**config.mk**
```make
export PLATFORM = sky130hd
export DESIGN_NAME = count_seek_ctrl_flat
export DESIGN_NICKNAME = d
export VERILOG_FILES = /design/src/rtl/count_pkg.sv /design/src/rtl/count_seek_ctrl_if.sv /design/src/rtl/count_seek_ctrl_prescaler.sv /design/src/rtl/count_seek_ctrl.sv /design/src/flat_wrapper.sv
export SDC_FILE = /design/constraint.sdc
export NUM_CORES = 1
export LEC_CHECK = 0
export ABC_AREA = 1
export CORE_ASPECT_RATIO = 1.4
export CORE_MARGIN = 3
export CORE_UTILIZATION = 36
export CTS_BUF_LIST = sky130_fd_sc_hd__clkbuf_16
export DETAILED_ROUTE_END_ITERATION = 16
export GPL_TIMING_DRIVEN = 0
export PLACE_DENSITY = 0.6
export SETUP_SLACK_MARGIN = 0.15
export SLEW_MARGIN = 20
export SYNTH_ARGS = -nofsm -noshare
export SYNTH_HDL_FRONTEND = slang
export SYNTH_HIERARCHICAL = 1
export SYNTH_SLANG_ARGS = --single-unit
```
**constraint.sdc**
```tcl
create_clock -name clock -period 4.2 [get_ports clock]
set_input_delay 0.84 -clock clock [delete_from_list [all_inputs] [get_ports clock]]
set_output_delay 0.84 -clock clock [all_outputs]
set_load 0.03 [all_outputs]
```
**src/rtl/count_pkg.sv**
```systemverilog
// ---------------------------------------------------------------------------
// count_pkg
// Shared types and constants for the count-seek controller slice.
//   state_t     : controller FSM states
//   CNT_WIDTH   : default counter/target width
//   HALF_RANGE  : half of the modular counter range (2^(CNT_WIDTH-1))
// ---------------------------------------------------------------------------
package count_pkg;

  localparam int CNT_WIDTH  = 16;
  localparam int HALF_RANGE = 2 ** (CNT_WIDTH - 1);

  typedef enum logic [2:0] {
    IDLE,
    LOAD,
    CHECK,
    WAIT,
    STEP,
    DONE
  } state_t;

endpackage

```
**src/rtl/count_seek_ctrl_if.sv**
```systemverilog
// ---------------------------------------------------------------------------
// count_seek_ctrl_if
// Strobe/data bus between the seek controller and the up/down counter.
//   Up, Dw, LD : count-up, count-down and load strobes (controller -> counter)
//   d          : load data (controller -> counter)
//   q          : registered counter value (counter -> controller)
//   utc, dtc   : counter all-ones / all-zeros flags (counter -> controller)
// Modports: master = controller side, slave = counter side.
// ---------------------------------------------------------------------------
interface count_seek_ctrl_if
  import count_pkg::*;
#(
  parameter int WIDTH = CNT_WIDTH
);

  logic             Up;
  logic             Dw;
  logic             LD;
  logic [WIDTH-1:0] d;
  logic [WIDTH-1:0] q;
  logic             utc;
  logic             dtc;

  modport master (output Up, Dw, LD, d, input q, utc, dtc);
  modport slave  (input Up, Dw, LD, d, output q, utc, dtc);

endinterface

```
**src/rtl/count_seek_ctrl_prescaler.sv**
```systemverilog
// ---------------------------------------------------------------------------
// tick_prescaler
// Loadable down-counter that paces the seek steps.
//   clock, reset_n : system clock, async active-low reset
//   i_load         : reload with TICK_DIV-1
//   i_dec          : count down by one (holds at zero)
//   o_zero         : counter is zero
// ---------------------------------------------------------------------------
module tick_prescaler #(
  parameter int TICK_DIV = 4
) (
  input  logic clock,
  input  logic reset_n,
  input  logic i_load,
  input  logic i_dec,
  output logic o_zero
);

  localparam int PW = $clog2(TICK_DIV) + 1;

  logic [PW-1:0] r_cnt;

  // Reload takes priority so a fresh CHECK always restarts the full wait.
  always_ff @(posedge clock or negedge reset_n) begin
    if (!reset_n) begin
      r_cnt <= '0;
    end else if (i_load) begin
      r_cnt <= PW'(TICK_DIV - 1);
    end else if (i_dec && (r_cnt != '0)) begin
      r_cnt <= r_cnt - 1'b1;
    end
  end

  assign o_zero = (r_cnt == '0);

endmodule

```
**src/rtl/count_seek_ctrl.sv**
```systemverilog
// ---------------------------------------------------------------------------
// count_seek_ctrl
// Drives an up/down counter one step at a time toward a requested target,
// always along the shorter modular direction, and pulses done on arrival.
// Also offers a direct-load path to the counter.
//   clock, reset_n : system clock, async active-low reset
//   start, target  : begin a seek (accepted in IDLE only)
//   load_req,
//   load_val       : direct counter load (accepted in IDLE, wins over start)
//   abort          : cancel an active seek
//   cnt            : counter bus (master side)
//   busy           : state is not IDLE
//   done           : one-cycle pulse when the seek reaches its target
//   steps          : strobes issued in the current/last seek
//   wrapped        : sticky, seek crossed the all-ones/all-zeros boundary
// ---------------------------------------------------------------------------
module count_seek_ctrl
  import count_pkg::*;
#(
  parameter int WIDTH    = CNT_WIDTH,
  parameter int TICK_DIV = 4
) (
  input  logic               clock,
  input  logic               reset_n,
  input  logic               start,
  input  logic [WIDTH-1:0]   target,
  input  logic               load_req,
  input  logic [WIDTH-1:0]   load_val,
  input  logic               abort,
  count_seek_ctrl_if.master  cnt,
  output logic               busy,
  output logic               done,
  output logic [WIDTH-1:0]   steps,
  output logic               wrapped
);

  // Half range widened by one bit so the comparison cannot overflow.
  localparam logic [WIDTH:0] W_HALF = {2'b01, {(WIDTH-1){1'b0}}};

  state_t           r_state;
  state_t           w_next;
  logic [WIDTH-1:0] r_tgt;
  logic [WIDTH-1:0] r_d;
  logic [WIDTH-1:0] r_steps;
  logic             r_wrapped;
  logic             r_dir;
  logic [WIDTH-1:0] w_diff;
  logic             w_dirUp;
  logic             w_atTarget;
  logic             w_tickZero;
  logic             w_up;
  logic             w_dw;
  logic             w_ld;

  // Modular distance to the target; an exact half-range tie goes up.
  assign w_diff     = r_tgt - cnt.q;
  assign w_dirUp    = ({1'b0, w_diff} <= W_HALF);
  assign w_atTarget = (cnt.q == r_tgt);

  tick_prescaler #(
    .TICK_DIV (TICK_DIV)
  ) u_prescaler (
    .clock   (clock),
    .reset_n (reset_n),
    .i_load  (r_state == CHECK),
    .i_dec   (r_state == WAIT),
    .o_zero  (w_tickZero)
  );

  // State register.
  always_ff @(posedge clock or negedge reset_n) begin
    if (!reset_n) begin
      r_state <= IDLE;
    end else begin
      r_state <= w_next;
    end
  end

  // Next-state logic; abort only matters while a seek is in progress.
  always_comb begin
    w_next = r_state;
    case (r_state)
      IDLE: begin
        if (load_req) begin
          w_next = LOAD;
        end else if (start) begin
          w_next = CHECK;
        end
      end
      LOAD:  w_next = IDLE;
      CHECK: begin
        if (abort) begin
          w_next = IDLE;
        end else if (w_atTarget) begin
          w_next = DONE;
        end else begin
          w_next = WAIT;
        end
      end
      WAIT: begin
        if (abort) begin
          w_next = IDLE;
        end else if (w_tickZero) begin
          w_next = STEP;
        end
      end
      STEP: begin
        if (abort) begin
          w_next = IDLE;
        end else begin
          w_next = CHECK;
        end
      end
      DONE:    w_next = IDLE;
      default: w_next = IDLE;
    endcase
  end

  // Moore output decode; the step strobes are additionally masked by abort
  // so a cancelled STEP never moves the counter.
  always_comb begin
    w_up = 1'b0;
    w_dw = 1'b0;
    w_ld = 1'b0;
    busy = 1'b1;
    done = 1'b0;
    case (r_state)
      IDLE: busy = 1'b0;
      LOAD: w_ld = 1'b1;
      STEP: begin
        w_up = r_dir & ~abort;
        w_dw = ~r_dir & ~abort;
      end
      DONE: done = 1'b1;
      default: begin
        w_up = 1'b0;
        w_dw = 1'b0;
      end
    endcase
  end

  // Seek/load bookkeeping: captured operands, direction, step count and
  // the sticky wrap flag (utc/dtc still show the pre-step value in STEP).
  always_ff @(posedge clock or negedge reset_n) begin
    if (!reset_n) begin
      r_tgt     <= '0;
      r_d       <= '0;
      r_steps   <= '0;
      r_wrapped <= 1'b0;
      r_dir     <= 1'b0;
    end else begin
      case (r_state)
        IDLE: begin
          if (load_req) begin
            r_d <= load_val;
          end else if (start) begin
            r_tgt     <= target;
            r_steps   <= '0;
            r_wrapped <= 1'b0;
          end
        end
        CHECK: begin
          if (!abort && !w_atTarget) begin
            r_dir <= w_dirUp;
          end
        end
        STEP: begin
          if (!abort) begin
            r_steps <= r_steps + 1'b1;
            if ((w_up && cnt.utc) || (w_dw && cnt.dtc)) begin
              r_wrapped <= 1'b1;
            end
          end
        end
        default: begin
          r_steps <= r_steps;
        end
      endcase
    end
  end

  assign cnt.Up  = w_up;
  assign cnt.Dw  = w_dw;
  assign cnt.LD  = w_ld;
  assign cnt.d   = r_d;
  assign steps   = r_steps;
  assign wrapped = r_wrapped;

endmodule
```
**src/flat_wrapper.sv**
```systemverilog
// flat-port wrapper written by rule: the top's interface ports become plain ports
module count_seek_ctrl_flat import count_pkg::*;
#(
  parameter int WIDTH    = CNT_WIDTH,
  parameter int TICK_DIV = 4
)
  (clock, reset_n, start, target, load_req, load_val, abort, busy, done, steps, wrapped, cnt_Up, cnt_Dw, cnt_LD, cnt_d, cnt_q, cnt_utc, cnt_dtc);
  count_seek_ctrl_if #(.WIDTH(WIDTH)) cnt_i ();
  input  logic clock;
  input  logic reset_n;
  input  logic start;
  input  logic [WIDTH-1:0] target;
  input  logic load_req;
  input  logic [WIDTH-1:0] load_val;
  input  logic abort;
  output logic busy;
  output logic done;
  output logic [WIDTH-1:0] steps;
  output logic wrapped;
  output wire logic [$bits(cnt_i.Up)-1:0] cnt_Up;
  output wire logic [$bits(cnt_i.Dw)-1:0] cnt_Dw;
  output wire logic [$bits(cnt_i.LD)-1:0] cnt_LD;
  output wire logic [$bits(cnt_i.d)-1:0] cnt_d;
  input wire logic [$bits(cnt_i.q)-1:0] cnt_q;
  input wire logic [$bits(cnt_i.utc)-1:0] cnt_utc;
  input wire logic [$bits(cnt_i.dtc)-1:0] cnt_dtc;
  assign cnt_Up = cnt_i.Up;
  assign cnt_Dw = cnt_i.Dw;
  assign cnt_LD = cnt_i.LD;
  assign cnt_d = cnt_i.d;
  assign cnt_i.q = cnt_q;
  assign cnt_i.utc = cnt_utc;
  assign cnt_i.dtc = cnt_dtc;
  count_seek_ctrl #(.WIDTH(WIDTH), .TICK_DIV(TICK_DIV)) u_core (.clock(clock), .reset_n(reset_n), .start(start), .target(target), .load_req(load_req), .load_val(load_val), .abort(abort), .cnt(cnt_i), .busy(busy), .done(done), .steps(steps), .wrapped(wrapped));
endmodule
```
Word level (Yosys, flattened, before mapping)
Cells that the tools add are included.
{"block": "totals", "reg_bits": 56, "out_inout_bits": 38, "elab_cells": 70, "input_bits": 55}
{"block": "classes", "mux": 24, "n_bitwise": 5, "n_eq_ne": 12, "magnitude_cmp": 1, "n_reduce_logical": 18, "add_sub_neg": 3}
{"op": "$mux W16", "count": 3}
{"op": "$pmux W16 S2", "count": 1}
{"op": "$mux W3", "count": 8}
{"op": "$add A16 B1 Y16 const B", "count": 1}
{"op": "$eq A16 B16 Y1", "count": 1}
{"op": "$le A16 B16 Y1 const B", "count": 1}
{"op": "$sub A16 B16 Y16", "count": 1}
{"op": "$pmux W3 S4", "count": 1}
{"op": "$mux W1", "count": 9}
{"op": "$eq A3 B2 Y1 const B", "count": 2}
{"op": "$eq A3 B3 Y1 const B", "count": 2}
{"op": "$logic_not A3 Y1", "count": 2}
{"op": "$ne A2 B2 Y1 const B", "count": 3}
{"op": "$reduce_and A2 Y1", "count": 3}
{"op": "$reduce_and A5 Y1", "count": 1}
{"op": "$logic_and A1 B1 Y1", "count": 4}
{"op": "$reduce_and A4 Y1", "count": 1}
{"op": "$reduce_bool A2 Y1", "count": 2}
{"op": "$eq A3 B1 Y1 const B", "count": 1}
{"op": "$ne A3 B2 Y1 const B", "count": 1}
{"op": "$ne A3 B3 Y1 const B", "count": 1}
{"op": "$not A1 Y1", "count": 3}
{"op": "$reduce_and A3 Y1", "count": 1}
{"op": "$reduce_bool A3 Y1", "count": 1}
{"op": "7 further kinds", "count": 9}

Logic depth before layout (Yosys ltp)
{"block": "logic_depth", "ltp_word": 8, "mapped_depth": 16, "depth_no_buf": 16}

Cells and area by module
The synthesis kept the hierarchy.
{"module": "count_seek_ctrl", "n_inst": 1, "area_per_inst_um2": 3432.0, "seq_area_each_um2": 1326.3, "cells_per_inst": 478}
{"module": "tick_prescaler", "n_inst": 1, "area_per_inst_um2": 178.9, "seq_area_each_um2": 75.1, "cells_per_inst": 24}

Worst setup path after synthesis
Ideal clock, no wire load.
{"block": "synth_path", "kind": "input-to-output", "start": "in abort", "end": "out cnt_Dw", "cell_stages": 3, "path_buffers": 0, "required_time_ps": 3360, "setup_slack_ps": 1912, "t_arrival_ps": 1448, "cell_sequence": "nor2_4 -> inv_1 -> nor2_1"}
{"block": "synth_via", "elab_chain_cells": 3}
{"item": "start, declared", "line": "flat_wrapper.sv:15", "source": "input logic abort;"}
{"item": "$not A1 Y1", "line": "count_seek_ctrl.sv:132", "source": "w_dw = ~r_dir & ~abort;"}
{"item": "$and A1 B1 Y1", "line": "count_seek_ctrl.sv:132"}
{"item": "$mux W1", "line": "count_seek_ctrl.sv:127", "source": "case (r_state)"}
{"item": "end, declared", "line": "flat_wrapper.sv:21", "source": "output wire logic [$bits(cnt_i.Dw)-1:0] cnt_Dw;"}
Every way passes these cells.

Worst setup path after layout
Ends and elaborated chain as after synthesis.

==> impl_metrics.yaml <==
global_route:
  antenna_found_initial: 0
  grt_pass1_vias: 3529
  grt_max_degree: 43
  grt_overflow: 0
  grt_pass1_wl_mm: 15.69
  grt_util_all_layers: 0.1673
routing:
  drt-total-wl_mm: 9.286
  wl_met2_mm: 5.005
  wire_per_inst_um: 12.63
  drt_iter0_markers: 113
  met1_length_mm: 3.754
  drc: 0
  dr.max_layer_used: "met4"
  vias: 3460
  drt-pass1-iter-count: 4
  ant_nets: 0
  dr_wl_met3_um: 435
  viasPerCell: 4.707
synthesis:
  synth_most_common_cell: "nand2_1"
  synth_fp_nets: 575
  synthCells: 502
  ys_seq_area_frac: 0.3881
  synth_ff_type: "dfrtp_1"
  synth_area_sq_um: 3611
  avgSynthCellArea_sq_um: 7.193
  yosys-top-cells-area: "dfrtp_1 (39%), nand2_1 (17%), inv_1 (9.1%)"
  synth-warning-count: 6
  ys_ff_latch: 56
  synth_commonest_cells: "nand2_1 (166), inv_1 (88), dfrtp_1 (56)"
  synthArstFlopShare: 1.000
  yosysUniqueCellTypes: 31
  synth_area_leader_cell: "dfrtp_1"
  synth_edf_count: 0
  synth_top_area_frac: 0.3881
setup_path:
  critical_path_required_ns: 3.36
  critical_path.max_stage_delay_ns: 0.70
  cp-end-kind: "primary output"
  crit_path_cell_trace: "clkdlybuf4s50_1 -> nor2_4 -> inv_1 -> nor2_1 -> clkdlybuf4s50_1"
  slowest_stage: "clkdlybuf4s50_1"
  path_delay_family: "buffers and inverters"
  start_kind: "primary input"
  crit_type: "in -> out"
  crit_fanout: 4
  cp_num_buf_inv: 3
  cp_data_arrival_time_ns: 2.39
  cpMostUsedCell: "clkdlybuf4s50_1"
clock_network:
  cts_resized: 0
  path_clk_slew_ns: 0.07
  postCtsHoldBufs: 0
  htree_levels: 2
  clockBufferDepth: 2
  cts-root-buf: "clkbuf_16"
  cts_buffers: 5
  clock_latency_ns: 0.29
  cts_setup_buffers: 0
  cts_tree: "yes"
  cts.sinks: 56
sta:
  final.setup.tns_ns: 0
  worst-slew-pin-transition_ns: 0.4327
  rsz0062_at_grt: "false"
  finalCritPeriodShare: 0.7689
  setup_viol: 0
  clock.fmax_mhz: 309.7
  slew_headroom: 0.7112
  slew_viol_final: 0
  hold_viol_final: 0
  period_minus_slack_ns: 3.229
  finClkSkew_ns: 0.004155
floorplan:
  dieArea_sq_um: 11290
  io_pins: 93
  die_w_um: 90.65
  fp-row-count: 42
  start_util: 0.3755
  die_y_um: 124.5
  core_sq_um: 9617
power_and_ir_drop:
  leakage_uw: 0.002490
  p_total_uw: 3029
  peakVddDrop_mv: 0.3748
  pwr_density_cell_nw_per_um2: 619.9
outcome:
  status: "finished clean"
final_layout:
  fillers: 990
  nets: 675
  num_antenna_cells: 0
  final_layout_size_suffix_gt1_frac: 0.06965
  syn_to_final_growth_pct: 35.31
run:
  cap_violations: 0
placed_design:
  port_buffers: 92
  hpwl_mm: 7.443
  gp_congestion: 0.8755
hold_path:
  hold_path_class: "in -> async"
area by class of cell:
cell class	instances	area, sq um	area share
Sequential cell	56	1401	0.2868
Multi-Input combinational cell	352	1844	0.3775
Buffer	5	31.28	0.006402
Inverter	89	334.1	0.06837
Tap cell	132	165.2	0.03380
Clock inverter	3	38.79	0.007939
Clock buffer	5	125.1	0.02561
Timing Repair Buffer	93	945.9	0.1936
path summary, 6_finish.rpt:
| check | from | end | slack (ns) | depth (start not counted) |
|---|---|---|---|---|
| setup / recovery | abort | cnt_Dw | 0.97 | 5 |
| hold / removal | reset_n | u_core/steps[8]$_DFFE_PN0P_ | 0.40 | 1 |
| hold reg to reg | u_core/r_tgt[14]$_DFFE_PN0P_ | u_core/r_tgt[14]$_DFFE_PN0P_ | 0.48 | 2 |
| max in group asynchronous | reset_n | u_core/r_tgt[15]$_DFFE_PN0P_ | 3.32 | 2 |
| min in group clock | u_core/r_tgt[14]$_DFFE_PN0P_ | u_core/r_tgt[14]$_DFFE_PN0P_ | 0.48 | 2 |
| setup reg to reg | u_core/r_state[0]$_DFFE_PN0P_ | u_core/wrapped$_DFFE_PN0P_ | 2.20 | 9 |
routing by layer:
layer	vias up	track usage
met1	1607	0.1882
li1	1779	-
met4	0	0.04418
met5	-	0
met2	65	0.3167
met3	9	0.03202
stage by stage:
stage	hold slack, ns	util	area (sq um)	std cells	worst slack, ns
floorplan	0.4459	-	3611	502	1.912
global placement	0.4612	0.4884	4697	726	0.3340
detailed placement	0.4668	0.4910	4722	727	0.9657
CTS	0.4036	0.5081	4886	735	0.9532
global route	0.4093	0.5081	4886	735	0.8742
finish	0.4023	0.5081	4886	735	0.9705
sequential cells by signal, indices dropped and copies added, names as in the netlist:
register,count
u_core/cnt.d,16
u_core/r_dir,1
u_core/r_state,3
u_core/r_tgt,16
u_core/steps,16
u_core/u_prescaler/r_cnt,3
u_core/wrapped,1
placed cells by master (no fill, tap or decap), types with 13 or more instances in the layout:
| cell type | count |
|---|---|
| dfrtp_1 | 56 |
| a21oi_1 | 21 |
| inv_1 | 89 |
| o21ai_0 | 13 |
| nand2_1 | 166 |
| mux2_2 | 16 |
| ha_1 | 18 |
| nor2_1 | 39 |
| clkdlybuf4s50_1 | 91 |
| nand3_1 | 32 |
power breakdown:
group	internal [uW]	total, uW	switching (uW)
sequential	728	831	103
clock	279	472	193
combinational	668	1730	1060
total	1670	3030	1350
cells by family (layout without fill, tap and decap cells):
family	Yosys count	in the layout	synth area share
xor+xnor	4	4	0.009704
compound gates	43	43	0.06653
fa+ha+maj	18	18	0.06237
simple gates	271	271	0.3222
flops	56	56	0.3881
buf+inv	94	195	0.1012
mux	16	16	0.04990
worst reg2reg max path, stage by stage, from the launching register on:
cell	delay, ns
dfrtp_1	0.37
inv_1	0.13
nand3_2	0.19
nor2_4	0.17
o21ai_2	0.11
nor2_2	0.37
inv_2	0.16
buf_2	0.24
o21ai_0	0.10
inv_1	0.05
(Power assumes the default switching activity.)
